File: src/rtl/conv_pkg.sv
// conv_pkg -- shared constants and types for the 3x3 convolution window
// front end.
//   PIX_W    : bits per pixel
//   KERNEL   : window edge length (3x3 window)
//   window_t : packed 3x3 window, nibble k = 3*r + c at bits [4k+3:4k]
//   state_t  : window issue FSM states
package conv_pkg;
   localparam int PIX_W  = 4;
   localparam int KERNEL = 3;

   typedef logic [35:0] window_t;

   typedef enum logic [1:0] {
      ACCEPT = 2'd0,
      ISSUE  = 2'd1,
      HOLD   = 2'd2
   } state_t;
endpackage

File: src/rtl/conv_window_line_buffer.sv
// line_buffer -- one image row of pixels as a circular buffer indexed by
// the column counter. The read at idx is combinational and returns the
// value stored one row ago; the write of the new value lands on the clock
// edge, so a single index gives read-before-write behaviour.
//   clk   : rising-edge clock
//   wr_en : write din at idx on this edge
//   idx   : column index
//   din   : pixel to store
//   dout  : pixel stored at idx during the previous row
// Contents are never reset; stale entries are never issued downstream.
module line_buffer
   import conv_pkg::*;
#(
   parameter int DEPTH = 16,
   parameter int AW    = (DEPTH > 1) ? $clog2(DEPTH) : 1
) (
   input  logic             clk,
   input  logic             wr_en,
   input  logic [AW-1:0]    idx,
   input  logic [PIX_W-1:0] din,
   output logic [PIX_W-1:0] dout
);

   logic [PIX_W-1:0] mem_q [DEPTH];

   assign dout = mem_q[idx];

   always_ff @(posedge clk) begin
      if (wr_en) mem_q[idx] <= din;
   end

endmodule

File: src/rtl/conv_window.sv
// conv_window -- builds a sliding 3x3 pixel window from a raster-order
// pixel stream and hands each complete window to a multiplier/adder.
//   clk, n_rst  : clock, asynchronous active-low reset
//   clear       : synchronous frame abort; wins over a same-cycle accept
//   img_width   : frame width, sampled with the first pixel (legal 3..MAX_WIDTH)
//   img_height  : frame height, sampled with the first pixel (legal 3..31)
//   pixel_in    : pixel data, accepted on pixel_valid & pixel_ready
//   pixel_ready : high only while waiting for a pixel
//   sample_out  : 3x3 window, nibble 8 = newest pixel, stable ISSUE..HOLD
//   conv_en     : one-cycle strobe, window valid
//   frame_done  : one-cycle pulse after the last pixel of a frame
//   cfg_err     : illegal geometry for the frame in progress
// Each complete window costs two stall cycles (ISSUE, then HOLD for the
// multiplier/adder result) during which no pixel is taken.
module conv_window
   import conv_pkg::*;
#(
   parameter int MAX_WIDTH = 16
) (
   input  logic        clk,
   input  logic        n_rst,
   input  logic        clear,
   input  logic [4:0]  img_width,
   input  logic [4:0]  img_height,
   input  logic [3:0]  pixel_in,
   input  logic        pixel_valid,
   output logic        pixel_ready,
   output logic [35:0] sample_out,
   output logic        conv_en,
   output logic        frame_done,
   output logic        cfg_err
);

   localparam int         AW   = (MAX_WIDTH > 1) ? $clog2(MAX_WIDTH) : 1;
   localparam logic [4:0] MAXW = 5'(MAX_WIDTH);

   state_t     state_q, state_d;
   logic [4:0] col_q, col_d, row_q, row_d;
   logic [4:0] w_q, w_d, h_q, h_d;
   logic       cfg_err_q, cfg_err_d;
   logic       done_q, done_d;
   window_t    win_q, win_d;

   logic             accept, first_pix, col_last, row_last, geo_bad;
   logic [4:0]       w_clamp, h_clamp;
   logic [PIX_W-1:0] lb1_rd, lb2_rd;
   logic [PIX_W-1:0] tap [KERNEL];

   // Ready depends on the registered state only, so accept has no
   // combinational path back through the FSM.
   assign accept    = pixel_valid & (state_q == ACCEPT) & ~clear;
   assign first_pix = (row_q == 5'd0) && (col_q == 5'd0);
   // At the first pixel w_q may still hold the previous frame's width, but
   // col 0 can never be the last column because every stored width is >= 3.
   assign col_last  = (col_q == w_q - 5'd1);
   assign row_last  = (row_q == h_q - 5'd1);

   assign geo_bad = (img_width < 5'd3) || (img_width > MAXW) || (img_height < 5'd3);
   // Illegal widths are clamped so the bad frame still ends at a
   // predictable pixel count and the line buffers stay in range.
   assign w_clamp = (img_width < 5'd3) ? 5'd3 : (img_width > MAXW) ? MAXW : img_width;
   assign h_clamp = (img_height == 5'd0) ? 5'd1 : img_height;

   // Two chained rows: lb1 holds row-1, lb2 receives what lb1 held (row-2).
   line_buffer #(.DEPTH(MAX_WIDTH), .AW(AW)) u_lb1 (
      .clk   (clk),
      .wr_en (accept),
      .idx   (col_q[AW-1:0]),
      .din   (pixel_in),
      .dout  (lb1_rd)
   );

   line_buffer #(.DEPTH(MAX_WIDTH), .AW(AW)) u_lb2 (
      .clk   (clk),
      .wr_en (accept),
      .idx   (col_q[AW-1:0]),
      .din   (lb1_rd),
      .dout  (lb2_rd)
   );

   assign tap[0] = lb2_rd;
   assign tap[1] = lb1_rd;
   assign tap[2] = pixel_in;

   // Shift every window row one column toward the oldest position and
   // load the newest column from the line buffers and the incoming pixel.
   always_comb begin
      win_d = win_q;
      if (accept) begin
         for (int r = 0; r < KERNEL; r++) begin
            for (int c = 0; c < KERNEL - 1; c++)
               win_d[PIX_W*(KERNEL*r+c) +: PIX_W] = win_q[PIX_W*(KERNEL*r+c+1) +: PIX_W];
            win_d[PIX_W*(KERNEL*r+KERNEL-1) +: PIX_W] = tap[r];
         end
      end
   end

   // Raster position, sampled geometry and error flag.
   always_comb begin
      col_d     = col_q;
      row_d     = row_q;
      w_d       = w_q;
      h_d       = h_q;
      cfg_err_d = cfg_err_q;
      done_d    = 1'b0;
      if (clear) begin
         col_d     = 5'd0;
         row_d     = 5'd0;
         cfg_err_d = 1'b0;
      end else if (accept) begin
         if (first_pix) begin
            w_d       = w_clamp;
            h_d       = h_clamp;
            cfg_err_d = geo_bad;
         end
         if (col_last) begin
            col_d = 5'd0;
            if (row_last) begin
               row_d     = 5'd0;
               cfg_err_d = 1'b0;
               done_d    = 1'b1;
            end else begin
               row_d = row_q + 5'd1;
            end
         end else begin
            col_d = col_q + 5'd1;
         end
      end
   end

   // Window issue FSM.
   always_comb begin
      state_d     = state_q;
      pixel_ready = 1'b0;
      conv_en     = 1'b0;
      unique case (state_q)
         ACCEPT: begin
            pixel_ready = 1'b1;
            // A window is complete once two earlier rows and columns exist.
            if (accept && (row_q >= 5'd2) && (col_q >= 5'd2) && !cfg_err_q)
               state_d = ISSUE;
         end
         ISSUE: begin
            conv_en = 1'b1;
            state_d = HOLD;
         end
         HOLD:    state_d = ACCEPT;
         default: state_d = ACCEPT;
      endcase
      if (clear) state_d = ACCEPT;
   end

   always_ff @(posedge clk or negedge n_rst) begin
      if (!n_rst) begin
         state_q   <= ACCEPT;
         col_q     <= 5'd0;
         row_q     <= 5'd0;
         w_q       <= 5'd3;
         h_q       <= 5'd3;
         cfg_err_q <= 1'b0;
         done_q    <= 1'b0;
         win_q     <= '0;
      end else begin
         state_q   <= state_d;
         col_q     <= col_d;
         row_q     <= row_d;
         w_q       <= w_d;
         h_q       <= h_d;
         cfg_err_q <= cfg_err_d;
         done_q    <= done_d;
         win_q     <= win_d;
      end
   end

   assign sample_out = win_q;
   assign frame_done = done_q;
   assign cfg_err    = cfg_err_q;

endmodule

File: config.mk
export PLATFORM = sky130hd
export DESIGN_NAME = conv_window
export DESIGN_NICKNAME = d
export VERILOG_FILES = /design/src/rtl/conv_pkg.sv /design/src/rtl/conv_window_line_buffer.sv /design/src/rtl/conv_window.sv
export SDC_FILE = /design/constraint.sdc
export NUM_CORES = 1
export LEC_CHECK = 0
export ABC_AREA = 1
export CAP_MARGIN = 0
export CORE_MARGIN = 8
export CORE_UTILIZATION = 45
export CTS_CLUSTER_SIZE = 12
export DETAILED_ROUTE_END_ITERATION = 10
export PLACE_DENSITY = 0.72
export SYNTH_ARGS = -nofsm -noshare
export SYNTH_HDL_FRONTEND = slang
export SYNTH_SLANG_ARGS = --single-unit
File: constraint.sdc
create_clock -name clk -period 2.6 [get_ports clk]
set_input_delay 0.39 -clock clk [delete_from_list [all_inputs] [get_ports clk]]
set_output_delay 0.39 -clock clk [all_outputs]
set_load 0.02 [all_outputs]
-- Word level (Yosys, flattened, before mapping)
Memory sizes are Yosys's and may differ from the RTL's. A register that Yosys moved wholly into a read port is not among the register bits.
Cells that the tools add are included.
- bits in registers: 60
- RAM bits: 128
- bits of input ports: 18
- output and inout bits: 40
- memories kept: 2
- $add $sub $neg: 4
- $lt $le $gt $ge: 5
- equality and inequality tests: 4
- multiplexer cells: 26
- bitwise logic cells: 3
- reduce and logical (&&, ||, !) cells: 16
- memory list (memory ; words ; width ; rd ports ; clocked after memory_dff ; wr ports ; line ; source):
    u_lb1.mem_q ; 16 ; 4 ; 1 ; 0 ; 1 ; conv_window_line_buffer.sv:24 ; logic [PIX_W-1:0] mem_q [DEPTH];
    u_lb2.mem_q ; 16 ; 4 ; 1 ; 1 ; 1 ; conv_window_line_buffer.sv:24 ;
- operator list (operator ; count):
    $mux W5 ; 10
    $logic_not A5 Y1 ; 3
    $mux W1 ; 13
    $add A5 B1 Y5 const B ; 2
    $eq A5 B5 Y1 ; 2
    $ge A5 B2 Y1 const B ; 2
    $lt A5 B2 Y1 const B ; 2
    $sub A5 B1 Y5 const B ; 2
    $gt A5 B5 Y1 const B ; 1
    $logic_and A1 B1 Y1 ; 4
    $mux W2 ; 2
    $pmux W2 S2 ; 1
    $reduce_bool A2 Y1 ; 2
    $ne A3 B2 Y1 const B ; 1
    $reduce_and A3 Y1 ; 1
    $and A1 B1 Y1 ; 2
    $eq A2 B1 Y1 const B ; 1
    $logic_not A1 Y1 ; 2
    $logic_not A2 Y1 ; 1
    $logic_or A1 B1 Y1 ; 2
    $reduce_and A2 Y1 ; 1
    $not A1 Y1 ; 1

-- Depth between registers and ports, before layout
Gate-level depths: netlist of the first run.
- word-level depth: 9
- depth in mapped cells: 13
- depth with buffers taken out: 13

-- Modules after synthesis
A second synthesis of the first run with hierarchy kept.
- cells, all modules: 958
- area total of the unflattened synthesis: 8808.4 sq um
- modules (own cells, without submodules) (module ; times used ; cells each ; area an instance (sq um)):
    line_buffer ; 2 ; 285 ; 2885.3
    conv_window ; 1 ; 388 ; 3037.9

-- Least setup slack after synthesis of the first run
No wires, ideal clock.
- path type: flip-flop to flip-flop
- start: register state_q[0]
- end: memory u_lb1.mem_q[15][0], enable pin
- library setup time: 0.370 ns
- arrival time: 1.466 ns
- required time: 2.230 ns
- path slack: 0.764 ns
- cell stages (with the launch flop): 7
- path buffers: 1
- path through: dfrtp_1 nor2_4 nand2_4 nor2_8 inv_4 clkbuf_1 nor2_1
- word-level cells in the longest chain between the ends: 5
- ends and longest elaborated chain (element ; line ; source):
    start: declaration ; conv_window.sv:37 ; state_t state_q, state_d;
    start signal: assignment ; conv_window.sv:164 ; state_q <= state_d;
    $logic_not A2 Y1 ; conv_window.sv:51 ; assign accept = pixel_valid & (state_q == ACCEPT) & ~clear;
    $and A1 B1 Y1 (2 in a row) ; conv_window.sv:51 ;
    $mux W1 ; conv_window_line_buffer.sv:29 ; if (wr_en) mem_q[idx] <= din;
    $mux W1 (implied by the code) ; conv_window_line_buffer.sv:29 ;
    end: declaration ; conv_window_line_buffer.sv:24 ;
Every way passes these cells.

-- Worst setup path after layout of the first run
- start: register col_q[0]
- end: register w_q[1]
- word-level cells in the longest chain between the ends: 3
- ends and longest elaborated chain (element ; line ; source):
    start: declaration ; conv_window.sv:38 ; logic [4:0] col_q, col_d, row_q, row_d;
    start signal: assignment ; conv_window.sv:165 ; col_q <= col_d;
    $logic_not A5 Y1 ; conv_window.sv:52 ; assign first_pix = (row_q == 5'd0) && (col_q == 5'd0);
    $logic_and A1 B1 Y1 ; conv_window.sv:52 ;
    $reduce_and A3 Y1 (no line) ; - ;
    end signal: assignment ; conv_window.sv:167 ; w_q <= w_d;
    end: declaration ; conv_window.sv:39 ; logic [4:0] w_q, w_d, h_q, h_d;
Every way passes these cells.
A chain may end at the register's enable or synchronous reset.

==> results.toml, run 1 <==
[worst_hold_path]
hold_class = "primary input to async pin"

[finish]
n_antenna_cell = 0
nets = 914
syn_to_final_growth_pct = 18.2
drive_gt1_share_pct = 11.1

[yosys]
avgSynthCellArea_um2 = 10.2
ys_ff_latch = 188
synth_area_um2 = 8220
ys_async_sr_fraction_pct = 31.9
synth_edf_count = 128
synth_ff_type = "edfxtp_1"
synth_cell_types = 36
ys_top_cells_by_area = "edfxtp_1 (47%), dfrtp_1 (17%), nand2_1 (10%)"
synth_top_area_share_pct = 46.7
synthTopCellsByCount = "nand2_1 (228), nor2_1 (138), edfxtp_1 (128), o21ai_0 (76), dfrtp_1 (56)"
yosys_warnings = 0
synth_seq_area_share_pct = 65.1
syn-num-nets = 836
synth.most_common_cell = "nand2_1"
yosys.area.top_type = "edfxtp_1"
synthCells = 809

[detailed_routing]
vias = 5848
via_per_inst = 5.18
drt-wirelength-per-cell_um = 16.6
top_layer = "met4"
drt_first_pass_iters = 6
wl_um = 18800
wl_met3_um = 1480
ant_nets = 0
drt-initial-drc-count = 614
wl_met1_um = 8120
met2_length_um = 8660
drc = 0

[critical_path]
path_max_fanout = 51
crit_path_max_incr_delay_ns = 0.43
path_class = "flop to flop"
path_cells = "inv_4 -> ha_1 -> nand2_1 -> nor2_2 -> nand3_4 -> nor2_8 -> inv_2 -> nor2_4 -> o21ai_1 -> o21ai_2"
required_ns = 2.97
worst_setup_path_end_kind = "flop"
cp_slowest_cell = "dfrtp_2"
startpoint_type = "flop"
arrival_ns = 2.45

[power_and_ir_drop]
p_switching_mw = 3.78
combPwrFrac_pct = 35.2
clock_power_share_pct = 24.8
total_power_mw = 10.2
ir_drop_mv = 0.634
seqPwrFrac_pct = 40.0
cell_internal_pwr_mw = 6.44
cellLeakagePower_nw = 3.97
switching_share_pct = 37.0
powerDensity_nw_per_um2 = 1050

[clock_network]
cts.clk_slew.worst_paths_ns = 0.08
cts_buffer_depth = 2
cts_made_buffers = 17
tritoncts = "done"
clk_latency_ns = 0.43
postCtsResizedCells = 0
clkSinkCount = 188
htree_num_levels = 4
root_buffer = "clkbuf_16"

[die]
initial_core_util_pct = 45.8
chipHeight_um = 151
die_x_um = 151
die_area_um2 = 22900
fp-row-count = 49
ios = 58
core_um2 = 18000

[global_route]
antenna_found_initial = 0
grt_pass1_vias = 5700
grt_pass1_wl_um = 30000
grt_max_degree = 52
grt_overflow = 0
grt_usage_pct = 17.2

[place]
hpwlAfterDp_um = 12600
portBuffers = 57
globalplace.congestion = 0.859

[flow_run]
maxCapViolCount = 0

[sta]
tightest_slew_ns = 0.808
grt_setup_unrepaired = "no"
fmax_mhz = 479
post-route-min-period_ns = 2.09
fin_setup_tns_ns = 0
post-route-period-util_pct = 80.2
slew_headroom_pct = 46.0
hold_viol_final = 0
slew_violations = 0
skew_ns = 0.0111
finalSetupViolCount = 0

[outcome]
status = "completed"
## stage by stage
stage | hold WS [ns] | area, um^2 | std cells | worst slack [ns] | util (%)
finish | 0.367 | 9720 | 1129 | 0.514 | 54.1
global route | 0.385 | 9720 | 1129 | 0.340 | 54.1
CTS | 0.358 | 9720 | 1129 | 0.531 | 54.1
detailed placement | 0.293 | 9140 | 1096 | 0.484 | 50.9
global placement | 0.291 | 9140 | 1096 | 0.519 | 50.9
floorplan | 0.0944 | 8220 | 809 | 0.764 | -
## cell usage in the layout, fill, tap and decap left out, types with 3 or more instances in the layout
cell type,instances
a21oi_1,11
buf_4,32
clkbuf_16,17
clkdlybuf4s50_1,56
dfrtp_1,55
dfstp_2,4
edfxtp_1,128
ha_1,9
inv_1,39
inv_2,7
inv_4,6
inv_6,6
inv_8,3
nand2_1,228
nand3_1,25
nand4_1,4
nor2_1,138
nor2_2,3
nor2_4,3
nor3_1,4
o21ai_0,76
o21ai_1,11
o22ai_1,6
xor2_1,5
## power groups by stage
stage | logic, mW | clock network [mW] | registers [mW]
final | 3.59 | 2.54 | 4.09
after global routing | 3.97 | 2.71 | 4.15
after CTS | 3.60 | 2.58 | 4.09
after detailed placement | 3.57 | 0 | 4.15
after global placement | 3.52 | 0 | 4.15
after floorplan | 2.03 | 0 | 4.35
## registers in the layout (all words and copies together) (netlist names)
signal	count
sample_out	36
h_q	5
u_lb2.mem_q	64
cfg_err	1
frame_done	1
col_q	5
state_q	2
w_q	5
row_q	5
u_lb1.mem_q	64
## logic make-up after synthesis
| family | after synthesis | share of synthesized area, % |
|---|---|---|
| AND/OR/NAND/NOR | 415 | 20.9 |
| flip-flops | 188 | 65.1 |
| XOR/XNOR | 6 | 0.639 |
| adder cells (fa/ha/maj) | 9 | 1.37 |
| AO/OA/AOI/OAI | 109 | 7.03 |
| buffers and inverters | 82 | 4.99 |
## critical path, delay by kind of cell (launching register included)
kind	cells	cell delay (ns)
flip-flops	1	0.43
AND/OR/NAND/NOR	5	0.67
buffers and inverters	2	0.47
AO/OA/AOI/OAI	2	0.15
adder cells (fa/ha/maj)	1	0.27
## timing repair
action | 4_1_cts | 5_1_grt
buffers inserted | 0 | 0
hold buffers | 1 | 0
endpoints found under the hold margin | 7 | 0
## layout make-up
type / count / area, um^2
Clock inverter: 15 / 146
Fill cell: 1553 / 8250
Sequential cell: 188 / 5350
Multi-Input combinational cell: 539 / 2460
Inverter: 49 / 189
Tap cell: 229 / 287
Clock buffer: 17 / 425
Timing Repair Buffer: 92 / 856
## path summary, 6_finish.rpt
| kind | start | end | slack (ns) | cells after the start |
|---|---|---|---|---|
| hold / removal | n_rst | row_q[3] | 0.37 | 2 |
| setup / recovery | col_q[0] | w_q[1] | 0.51 | 10 |
| setup reg to reg | col_q[0] | w_q[1] | 0.51 | 10 |
| max in group asynchronous | n_rst | col_q[0] | 1.67 | 3 |
| hold reg to reg | sample_out[27] | sample_out[27] | 0.47 | 2 |
| min in group clk | sample_out[27] | sample_out[27] | 0.47 | 2 |
## metal layers
layer | up-vias | track usage, %
li1 | 2831 | -
met1 | 2730 | 22.8
met2 | 240 | 26.7
met3 | 47 | 3.85
met4 | 0 | 7.32
met5 | - | 0
Note: power is estimated with default switching activity, not from simulation.
==> run 2, diff against run 1 <==
==> constraint.sdc (replaced) <==
create_clock -name clk -period 2.17 [get_ports clk]
set_input_delay 0.3255 -clock clk [delete_from_list [all_inputs] [get_ports clk]]
set_output_delay 0.3255 -clock clk [all_outputs]
set_load 0.02 [all_outputs]
==> run 2 against run 1 <==
Effect of this change: first-iteration DRC count rose by 8.3%; combinational power up 23%; clock power up 26%; critical path depth is 8 lower; setup slack worse by 0.28 ns; non-clock buffer count up 11; largest cell class unchanged; clock skew about the same; via count is 1.0% higher; largest power group unchanged; power increased by 23%.
==> results.toml, run 2 (synthesis results as in run 1) <==
[sta]
tightest_slew_ns = 0.577
slew_violations = 0
hold_viol_final = 0
fin_setup_tns_ns = 0
fmax_mhz = 517
post-route-period-util_pct = 89.2
post-route-min-period_ns = 1.94
finalSetupViolCount = 0
grt_setup_unrepaired = "no"
slew_headroom_pct = 61.5
skew_ns = 0.0113

[power_and_ir_drop]
combPwrFrac_pct = 35.2
powerDensity_nw_per_um2 = 1270
p_switching_mw = 4.58
ir_drop_mv = 0.809
cellLeakagePower_nw = 4.04
total_power_mw = 12.5
seqPwrFrac_pct = 39.3
switching_share_pct = 36.5
clock_power_share_pct = 25.5
cell_internal_pwr_mw = 7.96

[clock_network]
cts_setup_buffers = 0
clk_latency_ns = 0.45
cts.clk_slew.worst_paths_ns = 0.07
clkSinkCount = 188
root_buffer = "clkbuf_16"
htree_num_levels = 4
cts_made_buffers = 17
cts_buffer_depth = 2
tritoncts = "done"

[critical_path]
path_cells = "nor2_4 -> clkdlybuf4s50_1"
worst-path-stages = 2
startpoint_type = "flop"
reg2reg_depth = 9
crit_family = "buffers and inverters"
cp_slowest_cell = "clkdlybuf4s50_1"
path_max_fanout = 2
arrival_ns = 1.61
required_ns = 1.84
crit_path_max_incr_delay_ns = 0.62
path_class = "flop to primary output"
ff2ff_setup_slack_ns = 0.24
path_buf_inv = 1
worst_setup_path_end_kind = "primary output"

[detailed_routing]
vias = 5908
ant_nets = 0
wl_um = 19000
drt_first_pass_iters = 5
drt-initial-drc-count = 665
via_per_inst = 5.18
drc = 0
drt-wirelength-per-cell_um = 16.7

[global_route]
grt_pass1_wl_um = 30800
grt_usage_pct = 17.6
grt_overflow = 0
antenna_found_initial = 0
grt_max_degree = 39
grt_pass1_vias = 5816

[die]
fp-row-count = 49
initial_core_util_pct = 45.8
die_area_um2 = 22900
chipHeight_um = 151
core_um2 = 18000
die_x_um = 151
ios = 58

[finish]
drive_gt1_share_pct = 12.1
n_antenna_cell = 0
design_area_um2 = 9890
mostFrequentLayoutCell = "nand2_1"
fin_cells = 1140
syn_to_final_growth_pct = 20.3
nets = 925
most-common-layout-cells = "nand2_1 (228), nor2_1 (138), edfxtp_1 (128)"

[flow_run]
maxCapViolCount = 0

[outcome]
status = "completed"

[place]
hpwlAfterDp_um = 13100
portBuffers = 57
globalplace.congestion = 0.842
dpl.cell_count = 1107
post_dp_cell_area_um2 = 9270

[worst_hold_path]
hold_class = "primary input to async pin"
## run 2: cell types whose count changed in the layout (fill, tap and decap cells not counted)
cell | before | now
clkinv_8 | 0 | 2
clkbuf_1 | 0 | 1
clkinvlp_4 | 0 | 2
buf_12 | 2 | 6
buf_4 | 32 | 39
inv_8 | 3 | 4
bufinv_16 | 1 | 2
inv_4 | 6 | 1
clkinv_4 | 0 | 1
inv_6 | 6 | 3
## run 2: worst register-to-register path, stage by stage (launching register included)
cell	delay [ns]
dfrtp_2	0.49
buf_12	0.19
nor2_1	0.14
nor2_1	0.05
o21ai_0	0.09
o21ai_0	0.14
nand2_1	0.08
nand2_1	0.08
inv_1	0.07
nand2_2	0.24
## run 2: area by class of cell
cell class,count,area [um^2]
Tap cell,229,287
Clock buffer,18,429
Multi-Input combinational cell,539,2460
Inverter,49,191
Timing Repair Buffer,103,988
Sequential cell,188,5350
Fill cell,1525,8070
Clock inverter,14,184
## run 2: per-stage QoR
stage / setup WS [ns] / utilization, % / hold slack (ns)
after CTS: 0.172 / 55.1 / 0.424
after global routing: 0.0621 / 55.1 / 0.457
after floorplan: 0.334 / - / 0.0299
final: 0.235 / 55.1 / 0.410
after detailed placement: 0.169 / 51.6 / 0.356
after global placement: 0.197 / 51.6 / 0.358
## run 2: power by group through the flow
stage | combinational [mW] | clock [mW] | sequential, mW
after detailed placement | 4.41 | 0 | 5.00
after floorplan | 2.43 | 0 | 5.22
after CTS | 4.43 | 3.23 | 4.93
final | 4.41 | 3.20 | 4.93
after global placement | 4.33 | 0 | 4.99
after global routing | 4.92 | 3.37 | 4.99
## run 2: path summary, 6_finish.rpt
check / from / to
max: state_q[0] / pixel_ready
min: n_rst / h_q[4]
max reg2reg: col_q[0] / u_lb2.mem_q[7][1]
min reg2reg: sample_out[24] / sample_out[24]
max in group asynchronous: n_rst / sample_out[5]
min in group clk: sample_out[24] / sample_out[24]
## run 2: timing repair
item / in CTS / in global routing
gates resized for setup: 0 / 1
endpoints found under the setup margin: 0 / 1
hold buffers: 1 / 0
hold endpoints to repair: 18 / 0
## run 2: layer usage
metal | vias to the layer above | track usage [%] | share of wire (%)
met2 | 221 | 28.2 | 47
li1 | 2850 | - | -
met4 | 0 | 6.58 | 2.0
met3 | 33 | 3.67 | 7.3
met5 | - | 0 | 0
met1 | 2804 | 23.2 | 43
